**src/rtl/td4x_pkg.sv**
```systemverilog
// td4x_pkg: shared definitions for the td4x CPU core.
//   OPC_W       opcode width of the fixed ISA
//   OP_*        opcode encodings
//   state_t     control FSM encoding (ST_LOAD, ST_RUN, ST_HALT)
package td4x_pkg;

  localparam int OPC_W = 4;

  localparam logic [OPC_W-1:0] OP_ADD_A  = 4'b0000;
  localparam logic [OPC_W-1:0] OP_MOV_AB = 4'b0001;  // A = B
  localparam logic [OPC_W-1:0] OP_IN_A   = 4'b0010;
  localparam logic [OPC_W-1:0] OP_MOV_A  = 4'b0011;  // A = imm
  localparam logic [OPC_W-1:0] OP_MOV_BA = 4'b0100;  // B = A
  localparam logic [OPC_W-1:0] OP_ADD_B  = 4'b0101;
  localparam logic [OPC_W-1:0] OP_IN_B   = 4'b0110;
  localparam logic [OPC_W-1:0] OP_MOV_B  = 4'b0111;  // B = imm
  localparam logic [OPC_W-1:0] OP_HALT   = 4'b1000;  // NOP unless TD4X_HALT_EN
  localparam logic [OPC_W-1:0] OP_OUT_B  = 4'b1001;
  localparam logic [OPC_W-1:0] OP_OUT_I  = 4'b1011;
  localparam logic [OPC_W-1:0] OP_JNC    = 4'b1110;
  localparam logic [OPC_W-1:0] OP_JMP    = 4'b1111;

  typedef enum logic [1:0] {
    ST_LOAD = 2'd0,
    ST_RUN  = 2'd1,
    ST_HALT = 2'd2
  } state_t;

endpackage

```
**src/rtl/td4x_prog_mem.sv**
```systemverilog
// td4x_prog_mem: 2**W x DW program store. Synchronous write, asynchronous
// read, no reset (contents survive core reset).
//   clk    system clock
//   we     write strobe
//   waddr  write address
//   wdata  write data
//   raddr  read address
//   rdata  read data (combinational)
module td4x_prog_mem #(
  parameter int W  = 4,
  parameter int DW = 8
) (
  input  logic          clk,
  input  logic          we,
  input  logic [W-1:0]  waddr,
  input  logic [DW-1:0] wdata,
  input  logic [W-1:0]  raddr,
  output logic [DW-1:0] rdata
);

  logic [DW-1:0] mem [2**W];

  always_ff @(posedge clk) begin
    if (we) mem[waddr] <= wdata;
  end

  assign rdata = mem[raddr];

endmodule

```
**src/rtl/td4x_core.sv**
```systemverilog
// td4x_core: parametrised TD4-style CPU with writable program store and a
// LOAD/RUN control FSM. One instruction executes per cycle with tick=1 in RUN.
//   clk        system clock
//   rst        synchronous active-high reset (program store kept)
//   tick       execute one instruction this cycle (RUN only)
//   run        1: LOAD->RUN / stay in RUN, 0: RUN->LOAD
//   prog_we    program write strobe (LOAD only)
//   prog_addr  program write address
//   prog_data  instruction {opcode, imm}
//   sw_in      input port
//   led        registered output port
//   pc         program counter
//   carry      carry flag
//   running    FSM is in RUN
//   halted     FSM is in HALT (only with TD4X_HALT_EN)
// Build option: define TD4X_HALT_EN to make opcode 1000 a sticky HALT.
module td4x_core #(
  parameter int W     = 4,
  parameter int OPC_W = 4
) (
  input  logic               clk,
  input  logic               rst,
  input  logic               tick,
  input  logic               run,
  input  logic               prog_we,
  input  logic [W-1:0]       prog_addr,
  input  logic [OPC_W+W-1:0] prog_data,
  input  logic [W-1:0]       sw_in,
  output logic [W-1:0]       led,
  output logic [W-1:0]       pc,
  output logic               carry,
`ifdef TD4X_HALT_EN
  output logic               halted,
`endif
  output logic               running
);

  import td4x_pkg::*;

  state_t             st_q, st_d;
  logic [W-1:0]       a_q, a_d, b_q, b_d, pc_q, pc_d, led_q, led_d;
  logic               c_q, c_d;
  logic [OPC_W+W-1:0] instr;
  logic [OPC_W-1:0]   opc;
  logic [W-1:0]       imm;
  logic [W:0]         sum_a, sum_b;
  logic               exec, mem_we, halt_hit;

  assign exec   = (st_q == ST_RUN) && tick;
  assign mem_we = (st_q == ST_LOAD) && prog_we;

  td4x_prog_mem #(.W(W), .DW(OPC_W+W)) u_mem (
    .clk   (clk),
    .we    (mem_we),
    .waddr (prog_addr),
    .wdata (prog_data),
    .raddr (pc_q),
    .rdata (instr)
  );

  assign opc   = instr[OPC_W+W-1 -: OPC_W];
  assign imm   = instr[W-1:0];
  assign sum_a = {1'b0, a_q} + {1'b0, imm};
  assign sum_b = {1'b0, b_q} + {1'b0, imm};

  // Datapath: every executed instruction clears carry unless it is an ADD.
  always_comb begin
    a_d      = a_q;
    b_d      = b_q;
    c_d      = c_q;
    pc_d     = pc_q;
    led_d    = led_q;
    halt_hit = 1'b0;
    if (exec) begin
      c_d  = 1'b0;
      pc_d = pc_q + W'(1);
      case (opc)
        OP_ADD_A:  begin a_d = sum_a[W-1:0]; c_d = sum_a[W]; end
        OP_ADD_B:  begin b_d = sum_b[W-1:0]; c_d = sum_b[W]; end
        OP_MOV_A:  a_d = imm;
        OP_MOV_B:  b_d = imm;
        OP_MOV_AB: a_d = b_q;
        OP_MOV_BA: b_d = a_q;
        OP_IN_A:   a_d = sw_in;
        OP_IN_B:   b_d = sw_in;
        OP_OUT_B:  led_d = b_q;
        OP_OUT_I:  led_d = imm;
        OP_JMP:    pc_d = imm;
        OP_JNC:    if (!c_q) pc_d = imm;  // carry from the previous instruction
`ifdef TD4X_HALT_EN
        OP_HALT:   begin pc_d = pc_q; halt_hit = 1'b1; end
`endif
        default: ;
      endcase
    end
  end

  // Control FSM. A tick in the same cycle as run=0 still executes.
  always_comb begin
    st_d = st_q;
    case (st_q)
      ST_LOAD: if (run) st_d = ST_RUN;
      ST_RUN: begin
        if (halt_hit)  st_d = ST_HALT;
        else if (!run) st_d = ST_LOAD;
      end
      ST_HALT: st_d = ST_HALT;
      default: st_d = ST_LOAD;
    endcase
  end

  always_ff @(posedge clk) begin
    if (rst) begin
      st_q  <= ST_LOAD;
      a_q   <= '0;
      b_q   <= '0;
      c_q   <= 1'b0;
      pc_q  <= '0;
      led_q <= '0;
    end else begin
      st_q  <= st_d;
      a_q   <= a_d;
      b_q   <= b_d;
      c_q   <= c_d;
      pc_q  <= pc_d;
      led_q <= led_d;
    end
  end

  assign led     = led_q;
  assign pc      = pc_q;
  assign carry   = c_q;
  assign running = (st_q == ST_RUN);
`ifdef TD4X_HALT_EN
  assign halted  = (st_q == ST_HALT);
`endif

endmodule

```
**config.mk**
```make
export PLATFORM = sky130hd
export DESIGN_NAME = td4x_core
export DESIGN_NICKNAME = d
export VERILOG_FILES = /design/src/rtl/td4x_pkg.sv /design/src/rtl/td4x_prog_mem.sv /design/src/rtl/td4x_core.sv
export SDC_FILE = /design/constraint.sdc
export NUM_CORES = 1
export LEC_CHECK = 0
export BUFFER_PORTS_ARGS = -buffer_cell sky130_fd_sc_hd__buf_2
export CAP_MARGIN = 15
export CELL_PAD_IN_SITES_DETAIL_PLACEMENT = 0
export CELL_PAD_IN_SITES_GLOBAL_PLACEMENT = 1
export CORE_MARGIN = 2
export CORE_UTILIZATION = 47
export DETAILED_ROUTE_END_ITERATION = 10
export HOLD_SLACK_MARGIN = 0.05
export PLACE_DENSITY = 0.86
export SETUP_SLACK_MARGIN = 0.15
export SYNTH_ARGS = -nofsm -noshare
export SYNTH_HDL_FRONTEND = slang
export SYNTH_HIERARCHICAL = 1
export SYNTH_SLANG_ARGS = --single-unit
```
**constraint.sdc**
```tcl
create_clock -name clk -period 2.75 [get_ports clk]
set_input_delay 0.1375 -clock clk [delete_from_list [all_inputs] [get_ports clk]]
set_output_delay 0.1375 -clock clk [all_outputs]
set_load 0.01 [all_outputs]
```
==> impl_metrics.yaml, run 1 <==
place:
  hpwlAfterDp_um: 9490
  io_buffers: 30
  postPlaceCellArea_um2: 7090
  gpl.final_weighted_congestion: 0.858
  place.detailed.instances: 620
yosys:
  synthesis.nets: 404
  async_reset_ff_share_pct: 0
  dominantRegCellSynth: "edfxtp_1"
  syn_area_um2: 6350
  synth_simple_gate_area_share_pct: 7.33
  avgSynthCellArea_um2: 17.1
  netlist.area_leader.share_pct: 60.5
  synth-edff-count: 128
  post_synthesis_share_of_cell_area_spent_on_xor_and_xnor_gates_pct: 0.276
  syn-instance-count: 372
  yosys.area_share.adder_pct: 2.40
  synth_top_family_by_area: "multiplexers"
  yosys-top-cells-area: "edfxtp_1, mux4_2, dfxtp_1, mux4_1, mux2i_1"
  postSynthRegisterBits: 147
  synth.largest_area_cell: "edfxtp_1"
  yosysWarnings: 6
  seq_area_frac_synth_pct: 66.5
  netlist-cell-type-count: 51
  post_synth_mux_area_share_pct: 15.1
  synth_compound_gate_area_share_pct: 6.09
hold_path:
  min_delay_path_class: "in2reg"
power:
  power.leakage_uw: 0.00281
  max-vdd-ir-drop_mv: 0.553
  p_per_area_nw_per_um2: 635
routing:
  drt-total-wl_um: 14200
  drc: 0
  postRouteAntennaNets: 0
  drt_iter0_drc: 367
  drt_pre_antenna_iters: 4
  via_count: 3809
  wirelength_per_cell_um: 21.2
  routed_via_density: 5.69
layout:
  fin_cells: 669
  fin_area_um2: 8000
  layout-drive-gt1-share_pct: 42.6
  n_antenna_cell: 0
  syn2layout_area_growth_pct: 25.9
  finish.net_count: 512
global_routing:
  number_of_global_route_vias_before_repair: 3990
  grt_pass1_wl_um: 21900
  grt_remaining_overflow: 0
  track_usage_pct: 20.8
  grt_max_degree: 25
  grt_antenna_before_repair: 0
critical_path:
  worstSetupPathType: "reg2reg"
  critical_path.max_fanout: 6
  required_ns: 3.07
  element_type_at_the_critical_path_start: "register"
  arrival_ns: 3.08
  endpoint_kind: "register"
die:
  floorplan.die_area_um2: 14500
  initial_cell_density_of_the_core_pct: 48.0
  die_h_um: 120
  die-width_um: 120
  num_io_pins: 31
  core_um2: 13200
  placementRows: 42
run:
  max_cap_viols: 0
sta:
  highest_clock_rate_mhz: 363
  final-setup-viol-count: 1
  worst_clock_skew_ns: 0.00954
  setup-tns-final_ns: -0.00687
  grt_setup_unrepaired: "true"
  final_min_period_over_clock_period_pct: 100
  layout_setup_ws_ns: -0.00687
  slew-limit-headroom_pct: 67.8
  whs_ns: 0.0843
  tightestPinTransition_ns: 0.483
  post-route-min-period_ns: 2.76
  final_hold_viol_count: 0
  final_slew_violations: 0
clocking:
  clock_tree.htree_level_count: 4
  clk_pin_slew_ns: 0.07
  buffer_cell_driving_the_clock_tree_root: "clkbuf_16"
  tritoncts_sinks: 147
  insertion_delay_ns: 0.43
  tritoncts_clock_tree: "built"
  clockBufferDepth: 2
  cts_buffers: 17
outcome:
  status: "complete, but fails checks"
  violations: "negative setup slack"
## registers in the layout, indices dropped and copies added (netlist names)
register and cells:
b_q 4, u_mem/mem 128, a_q 4, led 4, carry 1, pc 4
st_q 2
## per-layer routing
| metal | up-vias | global-route usage [%] | wire [µm] |
|---|---|---|---|
| met5 | - | 0 | 0 |
| met4 | 0 | 8.28 | 217 |
| met3 | 17 | 5.42 | 822 |
| met2 | 127 | 33.5 | 7070 |
| met1 | 1942 | 27.1 | 6070 |
| li1 | 1723 | - | - |
## critical path: stages (launching register included)
cell     delay, ns
dfxtp_4       0.42
buf_8         0.15
buf_6         0.10
mux4_2        0.52
a22oi_2       0.18
nand2_2       0.10
buf_4         0.16
ha_4          0.15
and3_4        0.16
or4b_1        0.47
a32o_1        0.23
## report_power, final
group / leakage [µW] / switching [µW] / internal [µW]
Combinational: 0.00123 / 199 / 192
Clock: 0.000263 / 963 / 1270
Sequential: 0.00131 / 13.5 / 2450
## placed cells by master (no fill, tap or decap), types with 4 or more instances in the layout
| cell type | count |
|---|---|
| nand2_2 | 7 |
| buf_4 | 68 |
| nor2_1 | 27 |
| nor2b_1 | 6 |
| a22oi_2 | 11 |
| nand2_1 | 6 |
| nor3b_1 | 4 |
| a22oi_1 | 5 |
| inv_8 | 4 |
| mux2i_1 | 13 |
| clkbuf_16 | 17 |
| nor3_1 | 6 |
| dfxtp_1 | 18 |
| ha_4 | 6 |
| buf_12 | 4 |
| clkinvlp_4 | 6 |
| a211oi_1 | 6 |
| a21oi_1 | 9 |
| mux4_2 | 29 |
| nand3b_1 | 4 |
| buf_2 | 30 |
| nand2b_1 | 6 |
| edfxtp_1 | 128 |
| mux4_1 | 5 |
## synthesized netlist by cell type (all sizes together) (3+ instances only)
cell,number
buf,13
a22oi,16
nor3b,4
mux4,34
nand2,14
a21oi,11
clkdlybuf4s25,3
edfxtp,128
nand3b,5
nor3,7
ha,9
dfxtp,19
inv,5
a211oi,6
nor2b,7
mux2i,13
nor2,28
o21ai,6
nand2b,7
## cell families (layout without fill, tap and decap cells)
kind of cell | count (synthesis) | count (layout)
xor gates and xnor gates | 2 | 2
and+or+nand+nor | 86 | 86
DFF | 147 | 147
adders and majority gates | 11 | 11
AOI/OAI and AO/OA | 55 | 55
muxes | 48 | 48
buffers and inverters | 23 | 144
## stage by stage
stage          total power, µW  utilization [%]  worst slack [ns]
6_report                  5080             60.4          -0.00687
3_5_place_dp              2840             53.5            -0.127
2_1_floorplan             2700                -            0.0884
4_1_cts                   5090             58.8           0.00578
5_1_grt                   5260             60.4           -0.0929
3_3_place_gp              2830             53.5           -0.0100
## repair_timing
action                                 in CTS  in global routing
hold buffers                                1                  0
buffers inserted                            6                 10
endpoints found under the hold margin       1                  0
pin swaps                                   5                 16
setup endpoints to repair                  13                 16
resized for setup                          18                 33
## path summary, 6_finish.rpt
| check | slack (ns) | depth (start not counted) | start | to |
|---|---|---|---|---|
| max | -0.007 | 10 | pc[0] | a_q[3] |
| min | 0.08 | 3 | tick | pc[2] |
| max reg2reg | -0.007 | 10 | pc[0] | a_q[3] |
| min reg2reg | 0.50 | 2 | led[1] | led[1] |
## cell type report
class / instances / area, µm²
fill: 981 / 5240
sequential: 147 / 4230
multi-input combinational: 202 / 2160
timing repair buffer: 107 / 803
clock buffer: 17 / 425
tap: 176 / 220
clock inverter: 15 / 150
inverter: 5 / 18.8
Note: power is estimated with default switching activity, not from simulation.
==> inputs of run 2 (changes only) <==
SETUP_SLACK_MARGIN = 0.1   (was 0.15)
==> impl_metrics.yaml, run 2 (synthesis results as in run 1) <==
outcome:
  status: "complete, but fails checks"
  violations: "negative setup slack"
clocking:
  buffer_cell_driving_the_clock_tree_root: "clkbuf_16"
  tritoncts_clock_tree: "built"
  clock_tree.htree_level_count: 4
  clockBufferDepth: 2
  insertion_delay_ns: 0.42
  cts_buffers: 17
  clk_pin_slew_ns: 0.07
  tritoncts_sinks: 147
place:
  io_buffers: 30
  hpwlAfterDp_um: 9420
  postPlaceCellArea_um2: 7100
  gpl.final_weighted_congestion: 0.852
routing:
  drt_pre_antenna_iters: 4
  drc: 0
  postRouteAntennaNets: 0
  wirelength_per_cell_um: 21.3
  drt_iter0_drc: 327
  drt-total-wl_um: 14100
  routed_via_density: 5.67
  via_count: 3759
sta:
  final_slew_violations: 0
  final_hold_viol_count: 0
  layout_setup_ws_ns: -0.0346
  tightestPinTransition_ns: 0.578
  whs_ns: 0.0962
  highest_clock_rate_mhz: 359
  slew-limit-headroom_pct: 61.4
  post-route-min-period_ns: 2.78
  final_min_period_over_clock_period_pct: 101
  final-setup-viol-count: 1
  grt_setup_unrepaired: "true"
  worst_clock_skew_ns: 0.0109
critical_path:
  element_type_at_the_critical_path_start: "register"
  critical_path.max_fanout: 8
  arrival_ns: 3.10
  endpoint_kind: "register"
  required_ns: 3.06
  worstSetupPathType: "reg2reg"
global_routing:
  grt_pass1_wl_um: 21700
  grt_max_degree: 25
  grt_antenna_before_repair: 0
  grt_remaining_overflow: 0
  number_of_global_route_vias_before_repair: 3880
  track_usage_pct: 20.5
die:
  floorplan.die_area_um2: 14500
  core_um2: 13200
  die_h_um: 120
  initial_cell_density_of_the_core_pct: 48.0
  num_io_pins: 31
  placementRows: 42
  die-width_um: 120
layout:
  largest_register_ff_count: 128
  multi_input_area_um2: 2100
  finish.net_count: 506
  sequential_cell_area_um2: 4230
  fin_area_um2: 7920
  most_frequent_cells_in_the_layout: "edfxtp_1, buf_4, buf_2"
  registers.top_by_ff_count: "u_mem/mem"
  final_core_util_pct: 59.8
  syn2layout_area_growth_pct: 24.7
  n_antenna_cell: 0
  layout.cells.most_common: "edfxtp_1"
  layout-drive-gt1-share_pct: 40.9
  fill_cells: 990
power:
  power.leakage_uw: 0.00279
  p_per_area_nw_per_um2: 648
  total_power_uw: 5130
  max-vdd-ir-drop_mv: 0.574
hold_path:
  min_delay_path_class: "in2reg"
run:
  max_cap_viols: 0
## run 2: worst max-delay path, stage by stage (launching register included)
cell and delay [ns]:
dfxtp_4 0.44, buf_12 0.15, mux4_2 0.51, a22oi_2 0.23
nand2_2 0.17, ha_4 0.26, a21o_1 0.17, or4b_1 0.50
a32o_1 0.24
## run 2: path summary, 6_finish.rpt
kind / startpoint / end / slack [ns] / cells after the start
setup reg to reg: pc[0] / a_q[3] / -0.03 / 8
hold reg to reg: led[2] / led[2] / 0.49 / 2
hold / removal: prog_data[1] / u_mem/mem[3][1] / 0.1 / 1
setup / recovery: pc[0] / a_q[3] / -0.03 / 8
## run 2: final cells by class
| class | instances | share of cell area, % |
|---|---|---|
| inverter | 5 | 0.237 |
| timing repair buffer | 101 | 9.68 |
| multi-input combinational | 202 | 26.5 |
| clock buffer | 17 | 5.37 |
| tap | 176 | 2.78 |
| clock inverter | 15 | 2.10 |
| sequential | 147 | 53.4 |
## run 2: power breakdown
part | total, µW | internal (µW) | switching, µW
Combinational | 379 | 184 | 195
Clock | 2290 | 1290 | 1010
Sequential | 2460 | 2450 | 13.2
## run 2: timing repair
| action | CTS | global route |
|---|---|---|
| setup buffers | 6 | 5 |
| pin swaps | 5 | 12 |
| hold buffers | 1 | 0 |
| gates resized for setup | 11 | 26 |
| endpoints found under the setup margin | 9 | 14 |
| endpoints found under the hold margin | 1 | 0 |
## run 2: per-layer routing
metal / vias up / routed length (µm) / global-route usage [%]
li1: 1708 / - / -
met1: 1886 / 5850 / 26.4
met2: 138 / 6980 / 33.1
met3: 27 / 954 / 5.42
met4: 0 / 364 / 8.79
met5: - / 0 / 0
## run 2: stage by stage
stage          setup slack (ns)  setup TNS [ns]  cells
2_1_floorplan            0.0884               0    372
3_3_place_gp            -0.0346         -0.0346    619
3_5_place_dp             -0.102          -0.279    619
4_1_cts                 -0.0141         -0.0209    658
5_1_grt                 -0.0873          -0.205    663
6_report                -0.0346         -0.0346    663
==> inputs of run 3 (changes only) <==
CORE_ASPECT_RATIO = 0.7   (was unset)
==> impl_metrics.yaml, run 3 (synthesis results as in run 1) <==
clocking:
  buffer_cell_driving_the_clock_tree_root: "clkbuf_16"
  insertion_delay_ns: 0.44
  clk_pin_slew_ns: 0.07
  cts_buffers: 17
  clockBufferDepth: 2
  tritoncts_sinks: 147
  clock_tree.htree_level_count: 4
  tritoncts_clock_tree: "built"
power:
  p_per_area_nw_per_um2: 657
  power.leakage_uw: 0.00281
  max-vdd-ir-drop_mv: 0.508
sta:
  grt_setup_unrepaired: "true"
  layout_setup_ws_ns: -0.00602
  final-setup-viol-count: 1
  post-route-min-period_ns: 2.76
  worst_clock_skew_ns: 0.0213
  final_slew_violations: 0
  final_min_period_over_clock_period_pct: 100
  slew-limit-headroom_pct: 67.9
  tightestPinTransition_ns: 0.482
  final_hold_viol_count: 0
  highest_clock_rate_mhz: 363
layout:
  final_core_util_pct: 60.6
  largest_register_ff_count: 128
  n_antenna_cell: 0
  finish.net_count: 503
  layout.cells.most_common: "edfxtp_1"
  layout-drive-gt1-share_pct: 40.9
  most_frequent_cells_in_the_layout: "edfxtp_1, buf_4, mux4_2, buf_2, nor2_1"
  fin_cells: 669
  syn2layout_area_growth_pct: 25.6
  registers.top_by_ff_count: "u_mem/mem"
critical_path:
  crit_slowest_cell: "mux4_2"
  worst-path-buf-inv: 1
  max_stage_delay_ns: 0.53
  arrival_ns: 3.07
  required_ns: 3.06
  cp_top_family: "simple AND/OR/NAND/NOR gates"
  r2r.worst_path.cells: 8
  critical_path_cell_count: 8
  worstSetupPathType: "reg2reg"
  element_type_at_the_critical_path_start: "register"
  worstPathCellList: "buf_12, mux4_2, a22oi_2, nand2_2, ha_4, a21o_1, or4b_1, a32o_1"
  endpoint_kind: "register"
  critical_path.max_fanout: 7
outcome:
  status: "complete, but fails checks"
  violations: "negative setup slack"
die:
  initial_cell_density_of_the_core_pct: 48.2
  floorplan.die_area_um2: 14500
  core_um2: 13200
  die-width_um: 143
  num_io_pins: 31
  placementRows: 35
  die_h_um: 101
place:
  hpwlAfterDp_um: 9770
  place.detailed.instances: 619
  gpl.final_weighted_congestion: 0.864
  io_buffers: 30
global_routing:
  track_usage_pct: 21.8
  grt_remaining_overflow: 0
  grt_antenna_before_repair: 0
  grt_max_degree: 34
  grt_pass1_wl_um: 22400
  number_of_global_route_vias_before_repair: 3791
routing:
  drt_pre_antenna_iters: 5
  postRouteAntennaNets: 0
  via_count: 3782
  routed_via_density: 5.65
  drt-total-wl_um: 14800
  wirelength_per_cell_um: 22.2
  drc: 0
  drt_iter0_drc: 387
run:
  max_cap_viols: 0
hold_path:
  min_path_cells: 1
  min_delay_path_class: "in2reg"
## run 3: area by class of cell
type	count	area [µm²]
repair buffers	98	752
clock inverters	15	203
inverters	5	21.3
multi-input cells	202	2120
fillers	950	5200
clock buffers	17	425
flip-flops and latches	147	4230
well taps	185	231
## run 3: path summary, 6_finish.rpt
check / from / endpoint / slack [ns]
max: pc[0] / a_q[3] / -0.006
min: prog_data[3] / u_mem/mem[7][3] / 0.1
max reg2reg: pc[0] / a_q[3] / -0.006
min reg2reg: led[0] / led[0] / 0.50
## run 3: power breakdown
group | internal, µW | leakage [µW] | total, µW | switching, µW
Combinational | 191 | 0.00120 | 400 | 209
Sequential | 2450 | 0.00131 | 2460 | 13.5
Clock | 1320 | 0.000306 | 2380 | 1060
## run 3: stage by stage
stage	TNS [ns]	setup WS, ns	power, µW	cell area (µm²)	hold slack (ns)
5_1_grt	-0.285	-0.0639	5390	7980	0.102
6_report	-0.00602	-0.00602	5240	7980	0.0956
4_1_cts	0	0.0169	5250	7860	0.0914
3_5_place_dp	-0.313	-0.0895	2850	7030	0.410
3_3_place_gp	-0.0118	-0.0118	2840	7030	0.410
2_1_floorplan	0	0.0884	2700	6370	0.236
## run 3: worst reg2reg max path, stage by stage (launching register included)
cell,delay [ns]
dfxtp_4,0.43
buf_12,0.14
mux4_2,0.54
a22oi_2,0.21
nand2_2,0.18
ha_4,0.26
a21o_1,0.16
or4b_1,0.50
a32o_1,0.23
## run 3: timing repair
| item | in CTS | in global routing |
|---|---|---|
| hold buffers | 1 | 0 |
| gates resized for setup | 32 | 15 |
| endpoints found under the setup margin | 8 | 16 |
| gates cloned | 0 | 1 |
| pin swaps | 12 | 14 |
| setup buffers | 11 | 5 |
| hold endpoints to repair | 1 | 0 |
## run 3: per-layer routing
layer / track usage (%) / up-vias / share of wire [%]
met2: 34.8 / 110 / 49
met5: 0 / - / 0
met4: 5.86 / 0 / 1.1
met3: 5.86 / 15 / 5.3
li1: - / 1706 / -
met1: 30.0 / 1951 / 45
